[src/rtl/demux_pkg.sv]
// Shared definitions for the 1x4 stream demux and its 4x1 mux siblings:
// decode modes, slot state encoding and the select-mask decoder.
package demux_pkg;

  localparam int MODE_PARALLEL = 0;
  localparam int MODE_PRIORITY = 1;

  typedef enum logic {
    SLOT_EMPTY = 1'b0,
    SLOT_FULL  = 1'b1
  } slot_state_e;

  // Returns {valid, index[1:0]}. Parallel mode only accepts a one-hot mask;
  // priority mode takes the lowest set bit.
  function automatic logic [2:0] decode_sel(input logic [3:0] sel, input int mode);
    logic [2:0] res;
    res = 3'b000;
    if (mode == MODE_PARALLEL) begin
      case (sel)
        4'b0001: res = 3'b100;
        4'b0010: res = 3'b101;
        4'b0100: res = 3'b110;
        4'b1000: res = 3'b111;
        default: res = 3'b000;
      endcase
    end else begin
      if (sel[0])      res = 3'b100;
      else if (sel[1]) res = 3'b101;
      else if (sel[2]) res = 3'b110;
      else if (sel[3]) res = 3'b111;
      else             res = 3'b000;
    end
    return res;
  endfunction

endpackage

[src/rtl/demux_slot.sv]
// One-entry output register with a valid/ready handshake toward downstream.
//   state      | meaning
//   SLOT_EMPTY | no beat held, valid_out low
//   SLOT_FULL  | beat held in r_data, valid_out high until popped
module demux_slot
  import demux_pkg::*;
#(
  parameter int WIDTH = 8
) (
  input  logic             clk_in,
  input  logic             rst_in,
  input  logic             push_in,
  input  logic [WIDTH-1:0] d_in,
  input  logic             ready_in,
  output logic             valid_out,
  output logic [WIDTH-1:0] y_out
);

  slot_state_e      r_state;
  slot_state_e      w_next;
  logic [WIDTH-1:0] r_data;
  logic             w_pop;

  assign valid_out = (r_state == SLOT_FULL);
  assign y_out     = r_data;
  assign w_pop     = valid_out && ready_in;

  always_ff @(posedge clk_in) begin
    if (rst_in) begin
      r_state <= SLOT_EMPTY;
      r_data  <= '0;
    end else begin
      r_state <= w_next;
      if (push_in) r_data <= d_in;
    end
  end

  // The top only pushes a full slot when it is being popped in the same cycle.
  always_comb begin
    w_next = r_state;
    case (r_state)
      SLOT_EMPTY: if (push_in) w_next = SLOT_FULL;
      SLOT_FULL:  if (w_pop && !push_in) w_next = SLOT_EMPTY;
      default:    w_next = SLOT_EMPTY;
    endcase
  end

endmodule

[src/rtl/demux_1x4_stream.sv]
// Registered 1-to-4 stream demux: decodes the select mask, steers accepted
// beats into per-channel slots, and drops/counts invalid-select beats.
module demux_1x4_stream
  import demux_pkg::*;
#(
  parameter int WIDTH = 8,
  parameter int MODE  = MODE_PRIORITY
) (
  input  logic               clk_in,
  input  logic               rst_in,
  input  logic [WIDTH-1:0]   d_in,
  input  logic [3:0]         sel_in,
  input  logic               valid_in,
  output logic               ready_out,
  output logic [4*WIDTH-1:0] y_out,
  output logic [3:0]         valid_out,
  input  logic [3:0]         ready_in,
  output logic               err_out,
  output logic [7:0]         drop_cnt_out
);

  logic [2:0] w_dec;
  logic       w_sel_ok;
  logic [1:0] w_tgt;
  logic [3:0] w_full;
  logic [3:0] w_push;
  logic       w_accept;
  logic       w_drop;
  logic       r_err;
  logic [7:0] r_drop_cnt;

  assign w_dec    = decode_sel(sel_in, MODE);
  assign w_sel_ok = w_dec[2];
  assign w_tgt    = w_dec[1:0];

  // Invalid selects are always accepted so the source never stalls on them.
  always_comb begin
    ready_out = 1'b0;
    if (!rst_in) begin
      if (!w_sel_ok) ready_out = 1'b1;
      else           ready_out = !w_full[w_tgt] || ready_in[w_tgt];
    end
  end

  assign w_accept = valid_in && ready_out;
  assign w_drop   = w_accept && !w_sel_ok;

  for (genvar i = 0; i < 4; i++) begin : g_slot
    assign w_push[i] = w_accept && w_sel_ok && (w_tgt == 2'(i));

    demux_slot #(.WIDTH(WIDTH)) u_slot (
      .clk_in    (clk_in),
      .rst_in    (rst_in),
      .push_in   (w_push[i]),
      .d_in      (d_in),
      .ready_in  (ready_in[i]),
      .valid_out (w_full[i]),
      .y_out     (y_out[i*WIDTH +: WIDTH])
    );
  end

  assign valid_out = w_full;

  always_ff @(posedge clk_in) begin
    if (rst_in) begin
      r_err      <= 1'b0;
      r_drop_cnt <= '0;
    end else begin
      r_err <= w_drop;
      if (w_drop && (r_drop_cnt != 8'hFF)) r_drop_cnt <= r_drop_cnt + 8'd1;
    end
  end

  assign err_out      = r_err;
  assign drop_cnt_out = r_drop_cnt;

endmodule

[config.mk]
export PLATFORM = sky130hd
export DESIGN_NAME = demux_1x4_stream
export DESIGN_NICKNAME = d
export VERILOG_FILES = /design/src/rtl/demux_pkg.sv /design/src/rtl/demux_slot.sv /design/src/rtl/demux_1x4_stream.sv
export SDC_FILE = /design/constraint.sdc
export NUM_CORES = 1
export LEC_CHECK = 0
export ABC_CLOCK_PERIOD_IN_PS = 3500
export CAP_MARGIN = 20
export CORE_ASPECT_RATIO = 0.9
export CORE_UTILIZATION = 47
export CTS_CLUSTER_DIAMETER = 100
export DETAILED_ROUTE_END_ITERATION = 10
export GPL_ROUTABILITY_DRIVEN = 1
export MAX_ROUTING_LAYER = met4
export PLACE_DENSITY_LB_ADDON = 0.05
export RECOVER_POWER = 50
export SKIP_CTS_REPAIR_TIMING = 1
export SYNTH_ARGS = -nofsm -noshare
export SYNTH_HDL_FRONTEND = slang
export SYNTH_SLANG_ARGS = --single-unit
[constraint.sdc]
create_clock -name clk_in -period 3.5 [get_ports clk_in]
set_input_delay 0.525 -clock clk_in [delete_from_list [all_inputs] [get_ports clk_in]]
set_output_delay 0.525 -clock clk_in [all_outputs]
set_load 0.01 [all_outputs]
After elaboration in Yosys (flattened, before gate mapping):

Index checks and enable logic that the tools add are counted.

* $add $sub $neg: 1
* magnitude comparators: 1
* equal/unequal tests: 4
* multiplexer cells: 22
* bitwise operators: 4
* reductions and logical operators: 24

Operator list (number)
* logical AND 1 bit: 16
* two-way mux 1 bit: 12
* two-way mux 3 bit: 4
* adder 8 x 1 -> 8 bit, second input constant: 1
* inequality test 8 bit, second input constant: 1
* case mux 1 bit (2 select lines): 4
* logical NOT 1 bit: 6
* binary-select mux 1 bit (select 2 bit): 2
* equality test 2 bit, second input constant: 2
* NOT 1 bit: 4
* less-than comparator 2 x 3 -> 1 bit, second input constant: 1
* equality test 2 x 1 -> 1 bit, second input constant: 1
* logical NOT 2 bit: 1
* logical OR 1 bit: 1

* bits in registers: 45
* input port bits: 19
* output and inout bits: 46

Logic depth before layout (Yosys ltp):

Gate-level depths: netlist (run 1).

* depth in word-level cells: 17
* mapped depth: 6
* mapped depth without buffers: 5

Hierarchy:

From an unflattened synthesis (run 1), not the netlist that was laid out.

* cell total of the unflattened synthesis: 195
* area total of the unflattened synthesis: 1871.8 um^2

Modules (own cells, without submodules)
* demux_slot: times used 4, cells each 30, area each 321.6 um^2
* demux_1x4_stream: times used 1, cells each 75, area each 585.6 um^2

Worst setup path after synthesis (run 1):

OpenSTA, ideal clock, no wires.

* path type: input to output
* start: in sel_in[3]
* end: out ready_out
* arrival: 1.269 ns
* required time: 2.975 ns
* setup slack: 1.706 ns
* cell stages on the path: 4
* buffers on the path: 0
* path through: nor2b_1 o21bai_1 mux2i_1 o31ai_1

* cells in the longest elaborated chain, start to end: 10
* elaborated cells on any way between the ends: 12

RTL lines
* start: declaration: line demux_1x4_stream.sv:12 `input logic [3:0] sel_in,`
* two-way mux 3 bit *: line demux_pkg.sv:30 `else if (sel[3]) res = 3'b111;`
* two-way mux 3 bit *: line demux_pkg.sv:29 `else if (sel[2]) res = 3'b110;`
* two-way mux 3 bit *: line demux_pkg.sv:28 `else if (sel[1]) res = 3'b101;`
* two-way mux 3 bit *: line demux_pkg.sv:27 `if (sel[0]) res = 3'b100;`
* binary-select mux 1 bit (select 2 bit): line demux_1x4_stream.sv:41 `else ready_out = !w_full[w_tgt] || ready_in[w_tgt];`
* two-way mux 1 bit (implied by the code): line demux_1x4_stream.sv:41
* logical NOT 1 bit: line demux_1x4_stream.sv:41
* logical OR 1 bit: line demux_1x4_stream.sv:41
* two-way mux 1 bit *: line demux_1x4_stream.sv:40 `if (!w_sel_ok) ready_out = 1'b1;`
* two-way mux 1 bit *: line demux_1x4_stream.sv:39 `if (!rst_in) begin`
* end: declaration: line demux_1x4_stream.sv:14 `output logic ready_out,`

Mark *: on every way between the ends. The rest lies on a longest branch, timed or not. The select of a mux whose other input is x is not followed.

Worst setup path after layout (run 1):

Same ends and word-level chain as after synthesis.

==> results.md, run 1 <==
* Fill cells at 291
* # rows at 21
* Post-Synth Simple-Gate Area at 0.190
* Fin. max-slew vios at 0
* Post-synth EDFFs at 0
* DRT antenna net count at 0
* Total track usage at 0.209
* Number of global-route vias before repair at 1333
* Initial antenna violation count at 0
* Average cell area after synthesis at 9.87 um^2
* Core area at 0.00370 mm^2
* Die Span X at 67.7 um
* Post-synth top cells: dfxtp_1 (45), mux2i_1 (34), nor2_1 (33), a21oi_1 (9)
* Fin area at 0.00252 mm^2
* Ports at 65
* Post-DP HPWL at 2930 um
* Clock Latency Late Sink at 0.28 ns
* Iteration-0 DRC Markers at 53
* Die height at 61.1 um
* RSZ-0062 raised after global routing: false
* Pwr dens at 363 mW/mm^2
* Most used cell, CP: clkdlybuf4s50_1
* Hold WS at 0.492 ns
* VDD IR max at 0.000329 V
* Slowest-stage cell, CP: clkdlybuf4s50_1
* Hold_sp: g_slot[3].u_slot.y_out[4]$_SDFFE_PP0P_
* WP data required at 2.97 ns
* PortBufs at 64
* Final #Nets at 261
* H-tree Lvls at 2
* Yosys warnings at 0
* Reg-to-Reg Start: drop_cnt_out[0]$_SDFFE_PP0P_
* Compound-gate portion of the synthesized area at 0.0706
* Largest family of logic cells by synthesized area: simple AND/OR/NAND/NOR gates
* Vias per cell at 5.31
* Worst Setup Start Kind: input pin
* Crit-path leading delay family: buffers and inverters
* Post-synthesis async set-or-reset flop share at 0
* Max Clock Skew at 0.00430 ns
* Period Utilization, post-route at 0.798
* Worst path depth at 6
* Synth top area share at 0.493
* Ant. Diodes at 0
* Gpl congestion at 0.690
* Routed wire length at 4130 um
* Slowest stage delay, CP at 0.57 ns
* Cell count after synthesis at 185
* Worst min-delay path category: register to register
* Wire per inst at 14.4 um
* Initial Utilization at 0.493
* Root buffer cell: clkbuf_8
* WHS Path Cells at 2
* Adder-cell share of the synthesized area at 0.00685
* Top_reg_cell synth: dfxtp_1
* Synthesized flop and latch total at 45
* Cell with the most instances after synthesis: dfxtp_1
* R2R cell count at 4
* Fin cells at 287
* Rel. slew slack at 0.444
* Cell taking the most area after synthesis: dfxtp_1
* Mapped Area at 0.00183 mm^2
* Synth Area in XOR/XNOR at 0
* Area of the multi-input gates at 826 um^2
* Worst-path clk slew at 0.07 ns
* Critical path fanouts, max at 3
* Status: finished clean
* Worst Setup End Kind: primary output
* Placed Cells at 280
* Worst-path cell chain: clkdlybuf4s50_1, nor2b_1, o21bai_1, mux2i_1, o31ai_1, clkdlybuf4s50_1
* Syn Nets at 205
* Buf/Inv on CP at 2
* Total negative slack at 0 ns
* Remaining global-route overflow at 0
* Finish-stage setup viols at 0
* Register area share after synthesis at 0.493
* Fin. Hold Viols at 0
* DRC at 0
* Crit path kind: input pin to primary output
* Die Area at 0.00414 mm^2
* Clock tree buffer depth at 2
* Leakage power at 1.21 nW
* Critical Path AT at 2.27 ns
* Vias at 1524
* Max cap viols at 0
* Pin count of the biggest net entering global routing at 49
* Count of different cell masters after synthesis at 30
* Max Freq at 358 MHz
* Area post-placement at 0.00243 mm^2
* Final Critical Period at 2.79 ns
* Measured slew at the worst slew-check pin at 0.834 ns
* TritonRoute pass-1 iters at 4
* Largest cells by area after synthesis: dfxtp_1 (49%), mux2i_1 (19%), nor2_1 (6.8%)
* Area delta synth->final at 37.9%
* CTS tree: done
* TritonCTS Buffers at 5
* Share of cells above drive strength 1 at 0.0332
* FF/Latch Area at 901 um^2
* CTS Sinks at 45
* First-pass GRT wire length at 5980 um
* Worst setup path start: sel_in[3]
* Mux contribution to synthesized area at 0.186
[state kept, by name (all words and copies together), names as in the netlist]
register	cells
drop_cnt_out	8
err_out	1
g_slot.u_slot.valid_out	4
g_slot.u_slot.y_out	32
[cells by family after synthesis]
kind of cell / count (synthesis)
flip-flops: 45
AO/OA/AOI/OAI: 21
multiplexers: 34
buffers and inverters: 18
AND/OR/NAND/NOR: 66
adder cells (fa/ha/maj): 1
[routing by layer]
| layer | global-route usage | wire (um) | vias up |
|---|---|---|---|
| met5 | - | 0 | - |
| met4 | 0.0881 | 43 | 0 |
| met3 | 0.0574 | 265 | 5 |
| met2 | 0.324 | 1910 | 55 |
| met1 | 0.255 | 1910 | 706 |
| li1 | - | - | 758 |
[cell type report]
cell class,instances,share of cell area
inverter,3,0.00447
timing repair buffer,64,0.252
sequential,45,0.358
tap,46,0.0229
multi-input combinational,122,0.328
clock buffer,7,0.0343
[cell usage in the layout, fill, tap and decap left out, drive strengths merged, types with 3 or more instances in the layout]
| master | synthesis | routed |
|---|---|---|
| inv | 3 | 3 |
| a21oi | 9 | 9 |
| nand3 | 4 | 4 |
| clkbuf | 5 | 7 |
| dfxtp | 45 | 45 |
| nand2 | 4 | 4 |
| mux2i | 34 | 34 |
| o31ai | 3 | 3 |
| nor2 | 33 | 33 |
| nor3 | 4 | 4 |
| dlygate4sd3 | 0 | 43 |
| and4 | 3 | 3 |
| clkdlybuf4s50 | 0 | 20 |
| and3 | 3 | 3 |
| nand2b | 5 | 5 |
| or4 | 3 | 3 |
[stage by stage]
| stage | power (mW) | util | worst slack, ns |
|---|---|---|---|
| 4_1_cts | 0.930 | 0.680 | 0.715 |
| 2_1_floorplan | 0.575 | - | 1.71 |
| 5_1_grt | 0.955 | 0.680 | 0.642 |
| 3_3_place_gp | 0.620 | 0.657 | 0.772 |
| 3_5_place_dp | 0.623 | 0.657 | 0.716 |
| 6_report | 0.915 | 0.680 | 0.706 |
[tightest hold or removal path: stages (launching register included)]
cell	delay (ns)
dfxtp_1	0.32
mux2i_1	0.07
nor2_1	0.07
[where the power goes]
group	total [mW]	leakage (nW)	internal (mW)	switching [mW]
registers	0.524	0.364	0.520	0.00389
clock network	0.307	0.0443	0.156	0.151
logic	0.0839	0.800	0.0441	0.0398
[final timing paths]
path	slack (ns)	end
max reg2reg	1.87	drop_cnt_out[3]$_SDFFE_PP0P_
max	0.71	ready_out
min reg2reg	0.49	g_slot[3].u_slot.y_out[4]$_SDFFE_PP0P_
min	0.49	g_slot[3].u_slot.y_out[4]$_SDFFE_PP0P_
(Power assumes the default switching activity.)
==> run 2: changes to the inputs <==
Settings changed: ABC_CLOCK_PERIOD_IN_PS 3500 to 2600, CORE_UTILIZATION 47 to 44.
Clock period 3.5 ns to 2.6 ns, I/O delays scaled along.
==> run 2 against run 1 <==
Net effect: core utilization is 0.73 points lower; via count is 0.39% higher; wire length is 5.8% higher; cell count is 2.1% higher; combinational power is 37% higher; hold slack better by 0.0035 ns; total power is 47% higher; design area is 2.4% higher; flip-flop and latch count stayed put; global-route usage is 0.14 points higher; highest routed layer unchanged.
==> results.md, run 2 (synthesized netlist as in run 1, its figures left out) <==
* Status: finished clean
* Reg-to-Reg Start: drop_cnt_out[4]$_SDFFE_PP0P_
* Hold path endpoint: g_slot[2].u_slot.y_out[4]$_SDFFE_PP0P_
* WHS Path Cells at 2
* WP data required at 2.21 ns
* Clock Power Share at 0.389
* Area of the multi-input gates at 828 um^2
* Vias per cell at 5.22
* Sequential power share at 0.525
* Area delta synth->final at 41.3%
* Number of global-route vias before repair at 1423
* # rows at 21
* Die Area at 0.00441 mm^2
* Fin. max-slew vios at 0
* Reg-to-Reg End: drop_cnt_out[3]$_SDFFE_PP0P_
* Worst min-delay path category: register to register
* Finish-stage setup viols at 0
* DRC at 0
* Crit path kind: input pin to primary output
* Switch Pwr at 0.294 mW
* Max cap viols at 0
* First-pass GRT wire length at 6920 um
* Hold_sp: g_slot[2].u_slot.y_out[4]$_SDFFE_PP0P_
* Routed wire length at 4360 um
* Placed Cells at 285
* Wire per inst at 14.9 um
* Vias at 1530
* Total negative slack at 0 ns
* Total track usage at 0.210
* Gpl congestion at 0.945
* Core area at 0.00384 mm^2
* Max Clock Skew at 0.00287 ns
* Die height at 63.1 um
* DRT antenna net count at 0
* Ports at 65
* Clock tree buffer depth at 2
* Total power at 1.34 mW
* Max Freq at 395 MHz
* Max FFs per register at 32
* Final Critical Period at 2.53 ns
* Ant. Diodes at 0
* Fin area at 0.00258 mm^2
* Final #Nets at 266
* Measured slew at the worst slew-check pin at 0.616 ns
* PortBufs at 64
* Share of cells above drive strength 1 at 0.0567
* Hold WS at 0.495 ns
* Fin. Hold Viols at 0
* Worst-path clk slew at 0.08 ns
* Remaining global-route overflow at 0
* Most frequent cells in the layout: dfxtp_1 (45), dlygate4sd3_1 (39), mux2i_1 (34)
* Flop-to-flop setup slack at 0.92 ns
* Root buffer cell: clkbuf_8
* RSZ-0062 raised after global routing: false
* Initial antenna violation count at 0
* CTS Sinks at 45
* Period Utilization, post-route at 0.974
* Iteration-0 DRC Markers at 69
* Rel. slew slack at 0.589
* CTS tree: done
* Worst Setup Start Kind: input pin
* Clock Latency Late Sink at 0.29 ns
* H-tree Lvls at 2
* R2R cell count at 4
* FF/Latch Area at 901 um^2
* Fill cells at 317
* Share of power burned in combinational logic at 0.086
* Critical path fanouts, max at 3
* Post-DP HPWL at 3060 um
* Critical Path AT at 2.14 ns
* Area post-placement at 0.00247 mm^2
* Pwr dens at 521 mW/mm^2
* Initial Utilization at 0.476
* Internal power at 1.05 mW
* Commonest non-fill, non-tap cell in the layout: dfxtp_1
* Die Span X at 69.9 um
* Leakage power at 1.22 nW
* Pin count of the biggest net entering global routing at 26
* Switch share at 0.219
* TritonRoute pass-1 iters at 4
* TritonCTS Buffers at 5
* VDD IR max at 0.000490 V
* Fin cells at 293
* Worst Setup End Kind: primary output
## run 2: worst max path at each step
stage	start	cells past startpoint	end	slack [ns]
after global routing	sel_in[2]	6	ready_out	0.01
after CTS	sel_in[3]	6	ready_out	0.03
after detailed placement	sel_in[3]	6	ready_out	0.04
after floorplan	drop_cnt_out[0]$_SDFFE_PP0P_	5	drop_cnt_out[3]$_SDFFE_PP0P_	1.02
final	sel_in[3]	6	ready_out	0.07
after global placement	sel_in[3]	6	ready_out	0.14
## run 2: stage by stage
step / worst slack [ns] / utilization
final: 0.0678 / 0.672
after global routing: 0.0147 / 0.672
after CTS: 0.0271 / 0.674
after detailed placement: 0.0369 / 0.644
after global placement: 0.137 / 0.644
after floorplan: 1.02 / -
## run 2: power groups by stage
| stage | clock [mW] | combinational [mW] | sequential (mW) |
|---|---|---|---|
| 6_report | 0.522 | 0.115 | 0.705 |
| 5_1_grt | 0.574 | 0.124 | 0.707 |
| 4_1_cts | 0.538 | 0.121 | 0.706 |
| 3_3_place_gp | 0 | 0.117 | 0.721 |
| 3_5_place_dp | 0 | 0.120 | 0.722 |
| 2_1_floorplan | 0 | 0.0475 | 0.726 |
## run 2: final cells by class
type,count,area share
Inverter,3,0.00437
Sequential cell,45,0.349
Timing Repair Buffer,69,0.258
Multi-Input combinational cell,122,0.321
Clock inverter,3,0.0180
Tap cell,46,0.0223
Clock buffer,5,0.0267
## run 2: per-layer routing
layer	part of all wire	global-route usage
met1	0.47	0.267
met2	0.46	0.309
met3	0.059	0.0752
met4	0.0078	0.0750
met5	0	-
## run 2: worst max-delay path, cell delays in order
cell             delay [ns]
clkdlybuf4s50_1        0.49
nor2b_2                0.20
o21bai_1               0.10
mux2i_1                0.14
o31ai_1                0.25
clkdlybuf4s50_1        0.58
==> run 3: changes to the inputs <==
Settings changed: ABC_CLOCK_PERIOD_IN_PS 2600 to 2090, CORE_UTILIZATION 44 to 40.
Clock period 2.6 ns to 2.09 ns, I/O delays scaled along.
==> run 3 against run 2 <==
Net effect: design area is 2.7% higher; sequential share of layout area decreased by 0.91 points; critical path type is now input pin to register; cell count grew 7.8%; worst setup slack better by 0.050 ns; highest routed layer unchanged; clock-buffer cell count rose by 1; critical path depth unchanged; clock skew shrank 0.00069 ns; total power rose by 18%.
==> results.md, run 3 (synthesized netlist as in run 1, its figures left out) <==
* Status: finished clean
* DRT antenna net count at 0
* Clock Latency Late Sink at 0.29 ns
* Worst min-delay path category: register to register
* Pwr dens at 599 mW/mm^2
* Clock tree buffer depth at 2
* Finish-stage setup viols at 0
* Core area at 0.00421 mm^2
* Total track usage at 0.199
* Wl on met1 at 2010 um
* PortBufs at 64
* Vias at 1570
* Final Critical Period at 1.97 ns
* First-pass GRT wire length at 7110 um
* DRC at 0
* Fill cells at 373
* Most frequent cells in the layout: dfxtp_1 (45), mux2i_1 (34), nor2_1 (33)
* Remaining global-route overflow at 0
* Worst Setup Start Kind: input pin
* Initial Utilization at 0.433
* Measured slew at the worst slew-check pin at 0.707 ns
* Max FFs per register at 32
* Worst Setup End Kind: register
* Pin count of the biggest net entering global routing at 27
* Max Freq at 507 MHz
* DR top layer: met4
* Period Utilization, post-route at 0.943
* Hold WS at 0.498 ns
* Crit path kind: input pin to register
* Area delta synth->final at 45.0%
* Initial antenna violation count at 0
* Total power at 1.59 mW
* WP data required at 2.28 ns
* Rel. slew slack at 0.529
* Post-DP HPWL at 3120 um
* Commonest non-fill, non-tap cell in the layout: dfxtp_1
* Final #Nets at 275
* CTS tree: done
* Worst-path clk slew at 0.08 ns
* Met3 wire length at 262 um
* Wire per inst at 13.6 um
* Final setup margin at 0.118 ns
* Die Span X at 73.2 um
* Iteration-0 DRC Markers at 69
* Routed wire length at 4290 um
* TritonCTS Buffers at 5
* Critical Path AT at 2.16 ns
* TritonRoute pass-1 iters at 4
* Core Util, Final at 0.629
* Leakage power at 1.24 nW
* Die height at 66.1 um
* Post-place setup slack at -0.259 ns
* Vias per cell at 4.97
* Root buffer cell: clkbuf_8
* Share of cells above drive strength 1 at 0.0938
* Ports at 65
* Fin. Hold Viols at 0
* Fin. max-slew vios at 0
* Max Clock Skew at 0.00218 ns
* Total negative slack at 0 ns
* VDD IR max at 0.000502 V
* RSZ-0062 raised after global routing: false
* # rows at 22
* Met2 WL post-DR at 1910 um
* H-tree Lvls at 2
* Ant. Diodes at 0
* Die Area at 0.00484 mm^2
* Number of global-route vias before repair at 1557
* Critical path fanouts, max at 9
* Gpl congestion at 0.829
* CTS Sinks at 45
* Max cap viols at 0
run 3: critical path, stage by stage:
cell	delay (ns)
clkdlybuf4s50_1	0.49
clkbuf_1	0.27
nand4b_1	0.16
clkbuf_1	0.55
mux2i_1	0.31
nor2_1	0.06
run 3: where the power goes:
group | internal [mW] | switching [mW] | total, mW | leakage (nW)
clock network | 0.268 | 0.288 | 0.556 | 0.0512
logic | 0.0842 | 0.0692 | 0.153 | 0.824
registers | 0.870 | 0.00696 | 0.877 | 0.364
run 3: worst paths after layout:
kind | start | to | slack [ns] | cells past startpoint
worst max-delay path | sel_in[0] | g_slot[1].u_slot.y_out[2]$_SDFFE_PP0P_ | 0.12 | 6
worst min register to register | g_slot[1].u_slot.y_out[1]$_SDFFE_PP0P_ | g_slot[1].u_slot.y_out[1]$_SDFFE_PP0P_ | 0.50 | 2
worst max register to register | g_slot[1].u_slot.valid_out$_SDFF_PP0_ | g_slot[1].u_slot.y_out[2]$_SDFFE_PP0P_ | 0.42 | 6
worst min-delay path | g_slot[1].u_slot.y_out[1]$_SDFFE_PP0P_ | g_slot[1].u_slot.y_out[1]$_SDFFE_PP0P_ | 0.50 | 2
run 3: through the flow:
| step | instances | instance area, um^2 |
|---|---|---|
| after global placement | 308 | 2560 |
| after floorplan | 185 | 1830 |
| after CTS | 316 | 2650 |
| after detailed placement | 308 | 2560 |
| after global routing | 316 | 2650 |
| final | 316 | 2650 |
run 3: layout make-up:
class,instances,area [um^2],share of cell area
inverter,3,11.3,0.00425
multi-input combinational,122,831,0.314
tap,60,75.1,0.0284
clock inverter,2,13.8,0.00520
clock buffer,6,82.6,0.0312
timing repair buffer,78,733,0.277
sequential,45,901,0.340
run 3: layer usage:
layer,track usage,vias up
met5,-,-
met4,0.0980,0
met3,0.0442,11
met2,0.308,53
met1,0.245,721
li1,-,785
